===== src/rtl/conv_window_gen.sv =====
`default_nettype none
// ============================================================================
//  Module   : conv_window_gen
//  Purpose  : Streaming 3x3 window generator. Takes a row-major 8-bit pixel
//             stream of one IMG_W x IMG_H frame and emits one fully populated
//             3x3 window per interior position. It uses two line buffers and a
//             3x3 register window.
//  Ports    : i_clk              - system clock, rising edge
//             i_rst              - asynchronous reset, active low
//             i_pixel            - incoming 8-bit unsigned pixel
//             i_pixel_valid      - pixel accepted this cycle (no backpressure)
//             i_sof              - start of frame, qualified by i_pixel_valid
//             o_pixel_data       - 3x3 window, byte k = r*3+c, r/c = 0 oldest
//             o_pixel_data_valid - one-cycle pulse per new window
//             o_frame_done       - one-cycle pulse on last pixel of a frame
//  Revision : 1.0 - initial release
// ============================================================================
module conv_window_gen #(
    parameter int IMG_W = 28,
    parameter int IMG_H = 28
) (
    input  logic        i_clk,
    input  logic        i_rst,
    input  logic [7:0]  i_pixel,
    input  logic        i_pixel_valid,
    input  logic        i_sof,
    output logic [71:0] o_pixel_data,
    output logic        o_pixel_data_valid,
    output logic        o_frame_done
);

    localparam int CW = $clog2(IMG_W);
    localparam int RW = $clog2(IMG_H);
    localparam logic [CW-1:0] LAST_COL = CW'(IMG_W - 1);
    localparam logic [RW-1:0] LAST_ROW = RW'(IMG_H - 1);
    localparam logic [CW-1:0] MIN_COL  = CW'(2);
    localparam logic [RW-1:0] MIN_ROW  = RW'(2);

    logic [CW-1:0] col;
    logic [RW-1:0] row;
    logic [7:0]    lb0 [IMG_W];   // previous row
    logic [7:0]    lb1 [IMG_W];   // row before previous
    logic [71:0]   win;

    logic          accept;
    logic [CW-1:0] pos_col;
    logic [RW-1:0] pos_row;
    logic [7:0]    top;
    logic [7:0]    mid;
    logic          at_last_col;
    logic          at_last_row;

    // A start-of-frame pulse overrides the counters so the stream resyncs to
    // (0,0) no matter where the previous frame stopped.
    always_comb begin
        accept      = i_pixel_valid;
        pos_col     = (i_sof) ? '0 : col;
        pos_row     = (i_sof) ? '0 : row;
        top         = lb1[pos_col];
        mid         = lb0[pos_col];
        at_last_col = (pos_col == LAST_COL);
        at_last_row = (pos_row == LAST_ROW);
    end

    // Position counters and output pulses.
    always_ff @(posedge i_clk or negedge i_rst) begin
        if (!i_rst) begin
            col                <= '0;
            row                <= '0;
            o_pixel_data_valid <= 1'b0;
            o_frame_done       <= 1'b0;
        end else begin
            o_pixel_data_valid <= accept && (pos_row >= MIN_ROW) && (pos_col >= MIN_COL);
            o_frame_done       <= accept && at_last_row && at_last_col;
            if (accept) begin
                if (at_last_col) begin
                    col <= '0;
                    row <= (at_last_row) ? '0 : pos_row + RW'(1);
                end else begin
                    col <= pos_col + CW'(1);
                    row <= pos_row;
                end
            end
        end
    end

    // Line buffers carry no reset: anything stale is overwritten during rows
    // 0 and 1 of a frame, which never produce a valid window.
    always_ff @(posedge i_clk) begin
        if (accept) begin
            lb1[pos_col] <= lb0[pos_col];
            lb0[pos_col] <= i_pixel;
        end
    end

    // Window shift: each row moves one column left and the new column
    // (top, mid, current pixel) lands in column 2.
    always_ff @(posedge i_clk or negedge i_rst) begin
        if (!i_rst) begin
            win <= '0;
        end else if (accept) begin
            win <= {i_pixel, win[71:64], win[63:56],
                    mid,     win[47:40], win[39:32],
                    top,     win[23:16], win[15:8]};
        end
    end

    assign o_pixel_data = win;

endmodule
`default_nettype wire


===== config.mk =====
export PLATFORM = sky130hd
export DESIGN_NAME = conv_window_gen
export DESIGN_NICKNAME = d
export VERILOG_FILES = /design/src/rtl/conv_window_gen.sv
export SDC_FILE = /design/constraint.sdc
export NUM_CORES = 1
export LEC_CHECK = 0
export CORE_AREA = 2 2 218 220
export CTS_CLUSTER_DIAMETER = 100
export CTS_CLUSTER_SIZE = 10
export DETAILED_ROUTE_END_ITERATION = 12
export DIE_AREA = 0 0 220 222
export HOLD_SLACK_MARGIN = 0.05
export PLACE_DENSITY = 0.7
export SYNTH_ARGS = -nofsm -noshare
export SYNTH_HDL_FRONTEND = slang
export SYNTH_SLANG_ARGS = --single-unit

===== constraint.sdc =====
create_clock -name i_clk -period 3.96 [get_ports i_clk]
set_input_delay 0.792 -clock i_clk [delete_from_list [all_inputs] [get_ports i_clk]]
set_output_delay 0.792 -clock i_clk [all_outputs]
set_load 0.05 [all_outputs]

==> impl_metrics.ini <==
[final_layout]
layout.nets = 1393
mostFrequentLayoutCell = edfxtp_1
drive_gt1_frac = 0.1946
utilization = 0.5249
final_cell_mix = edfxtp_1 (448), mux2_2 (91), buf_4 (83)
synthToLayoutAreaGrowth_pct = 17.46
n_fill_cell = 3684
num_antenna_cells = 0

[logic_synthesis]
synth_edf_count = 448
synth_largest_area_cell = edfxtp_1
ys_async_sr_fraction = 0.1579
synth_top_area_share = 0.6508
syn_avg_cell_area_sq_um = 16.82
syn_area_sq_mm = 0.02067
synthCells = 1229
synth_ff_type = edfxtp_1
synth.distinct_cells = 66
synth_nets = 1242
ys_top_cells_by_area = edfxtp_1 (65%), dfrtp_1 (10%), mux2_2 (5.0%), mux2i_1 (2.9%), mux4_2 (1.6%)
synth_warnings = 0
ys_ff_latch = 532
ys_seq_area_frac = 0.7525

[cts]
hold_buffers = 0
htree_levels = 2
post-cts-setup-buffers = 0
cts_sinks = 532
clk_pin_slew_ns = 0.06
cts_tree = yes
worstSkewPairLatency_ns = 0.60
cts.repair.resized = 0
cts.path.max_buffers = 3
root_buffer = clkbuf_16
numCtsBuffers = 59

[routing]
drt_wl_total_mm = 50.85
vias = 11989
post-route-drc-count = 0
drtPass1Iterations = 9
met3_length_mm = 5.103
wl_met2_mm = 23.67
wire_per_inst_um = 25.11
drt-initial-drc-count = 1559
viasPerCell = 5.920
final_antenna_net_count = 0
wl_met1_mm = 20.39
top_layer = met4

[critical_path]
crit_buf_inv = 1
critPathRequiredTime_ns = 4.44
start_kind = flop
cp-end-kind = flop
cp_cell_sequence = nor2b_2 > inv_1 > a211oi_1 > a311oi_1 > or4_4 > mux2_4
cp_slowest_cell = dfrtp_4
critical_path_class = flop to flop
cp_max_fo = 30
worst_ep_arrival_time_ns = 3.92
crit_family = simple AND/OR/NAND/NOR gates
cp_slowest_stage_delay_ns = 0.75

[power_and_ir_drop]
power.leakage_uw = 0.008329
peakVddDrop_v = 0.0003581
p_per_area_mw_per_mm2 = 570.7

[hold_path]
hp-class = primary input to async pin

[timing]
setup_viol = 0
period_share = 0.8691
hold-worst-slack_ns = 0.3127
timing.fmax_mhz = 290.6
hold_viol_final = 0
worst_pin_slew_ns = 1.251
slew-limit-headroom = 0.1631
slew_violations = 0
post-route-min-period_ns = 3.442
setup_ws_ns = 0.5184
fin_skew_ns = 0.02820
rsz0062_at_grt = no
tns_ns = 0

[die]
num_io_pins = 86
die_w_um = 220
rows = 79
die_area_sq_mm = 0.04884
core_sq_mm = 0.04626
initial_core_util = 0.4469
die_h_um = 222

[placed_design]
place_ws_ns = 0.4230
dp_hpwl_mm = 31.36
place.port_buffers = 85
globalplace.congestion = 0.9403

[global_route]
overflow = 0
antenna_found_initial = 0
grtUsageTotal = 0.2075
grt_max_degree = 84
grt_first_pass_wirelength_mm = 75.69
grt_pass1_vias = 11770

[status]
run_status = completed

[flow_run]
max_cap_viol_count = 0
-- layout make-up --
class / count / area [sq um] / share of cell area
multi-input cells: 608 / 4706 / 0.1938
well taps: 607 / 759.5 / 0.03128
flip-flops and latches: 532 / 15560 / 0.6409
clock inverters: 2 / 28.78 / 0.001185
repair buffers: 170 / 1529 / 0.06297
inverters: 9 / 33.78 / 0.001391
clock buffers: 97 / 1662 / 0.06843
-- flip-flops by register name, indices dropped and copies added (netlist names) --
signal              cells
o_frame_done            1
lb0                   224
o_pixel_data_valid      1
col                     5
row                     5
o_pixel_data           72
lb1                   224
-- kinds of logic after synthesis --
family | share of synthesized area
compound gates | 0.08492
fa+ha+maj | 0.0006052
mux | 0.09769
buf+inv | 0.02161
flops | 0.7525
simple gates | 0.04273
-- worst paths after layout --
kind                                                   from                            to  slack, ns  cells after the start
worst max-delay path                     col[1]$_DFFE_PN0P_  o_pixel_data[45]$_DFFE_PN0P_       0.52                      6
worst min-delay path                                  i_rst  o_pixel_data[18]$_DFFE_PN0P_       0.31                      1
worst max register to register           col[1]$_DFFE_PN0P_  o_pixel_data[45]$_DFFE_PN0P_       0.52                      6
worst min register to register  o_pixel_data[3]$_DFFE_PN0P_   o_pixel_data[3]$_DFFE_PN0P_       0.50                      1
max in group asynchronous                             i_rst   o_pixel_data[2]$_DFFE_PN0P_       2.87                      2
min in group i_clk              o_pixel_data[3]$_DFFE_PN0P_   o_pixel_data[3]$_DFFE_PN0P_       0.50                      1
-- per-stage QoR --
stage	area (sq um)	std cells	power, uW
floorplan	20670	1229	8199
global placement	22590	1926	9053
detailed placement	22590	1926	9096
CTS	24280	2025	13930
global route	24280	2025	14290
finish	24280	2025	13860
-- per-layer routing --
metal / global-route usage / vias up
li1: - / 5196
met1: 0.2978 / 5976
met2: 0.3202 / 707
met3: 0.03388 / 110
met4: 0.07577 / 0
met5: 0 / -
-- synth_stat cells (24+ instances only) --
library cell and number:
a21oi_1 54, edfxtp_1 448, a222oi_1 25, buf_2 24, clkbuf_1 35, o21ai_0 34
nor2_1 57, a221oi_1 24, dfrtp_1 84, mux2_2 91, nand2_1 74, mux2i_1 60
-- power breakdown --
group	internal (uW)	leakage, uW	switching (uW)
Combinational	787	0.00248	1550
Clock	2830	0.000809	2040
Sequential	6460	0.00504	195
Total	10100	0.00833	3780
Note: power is estimated with default switching activity, not from simulation.
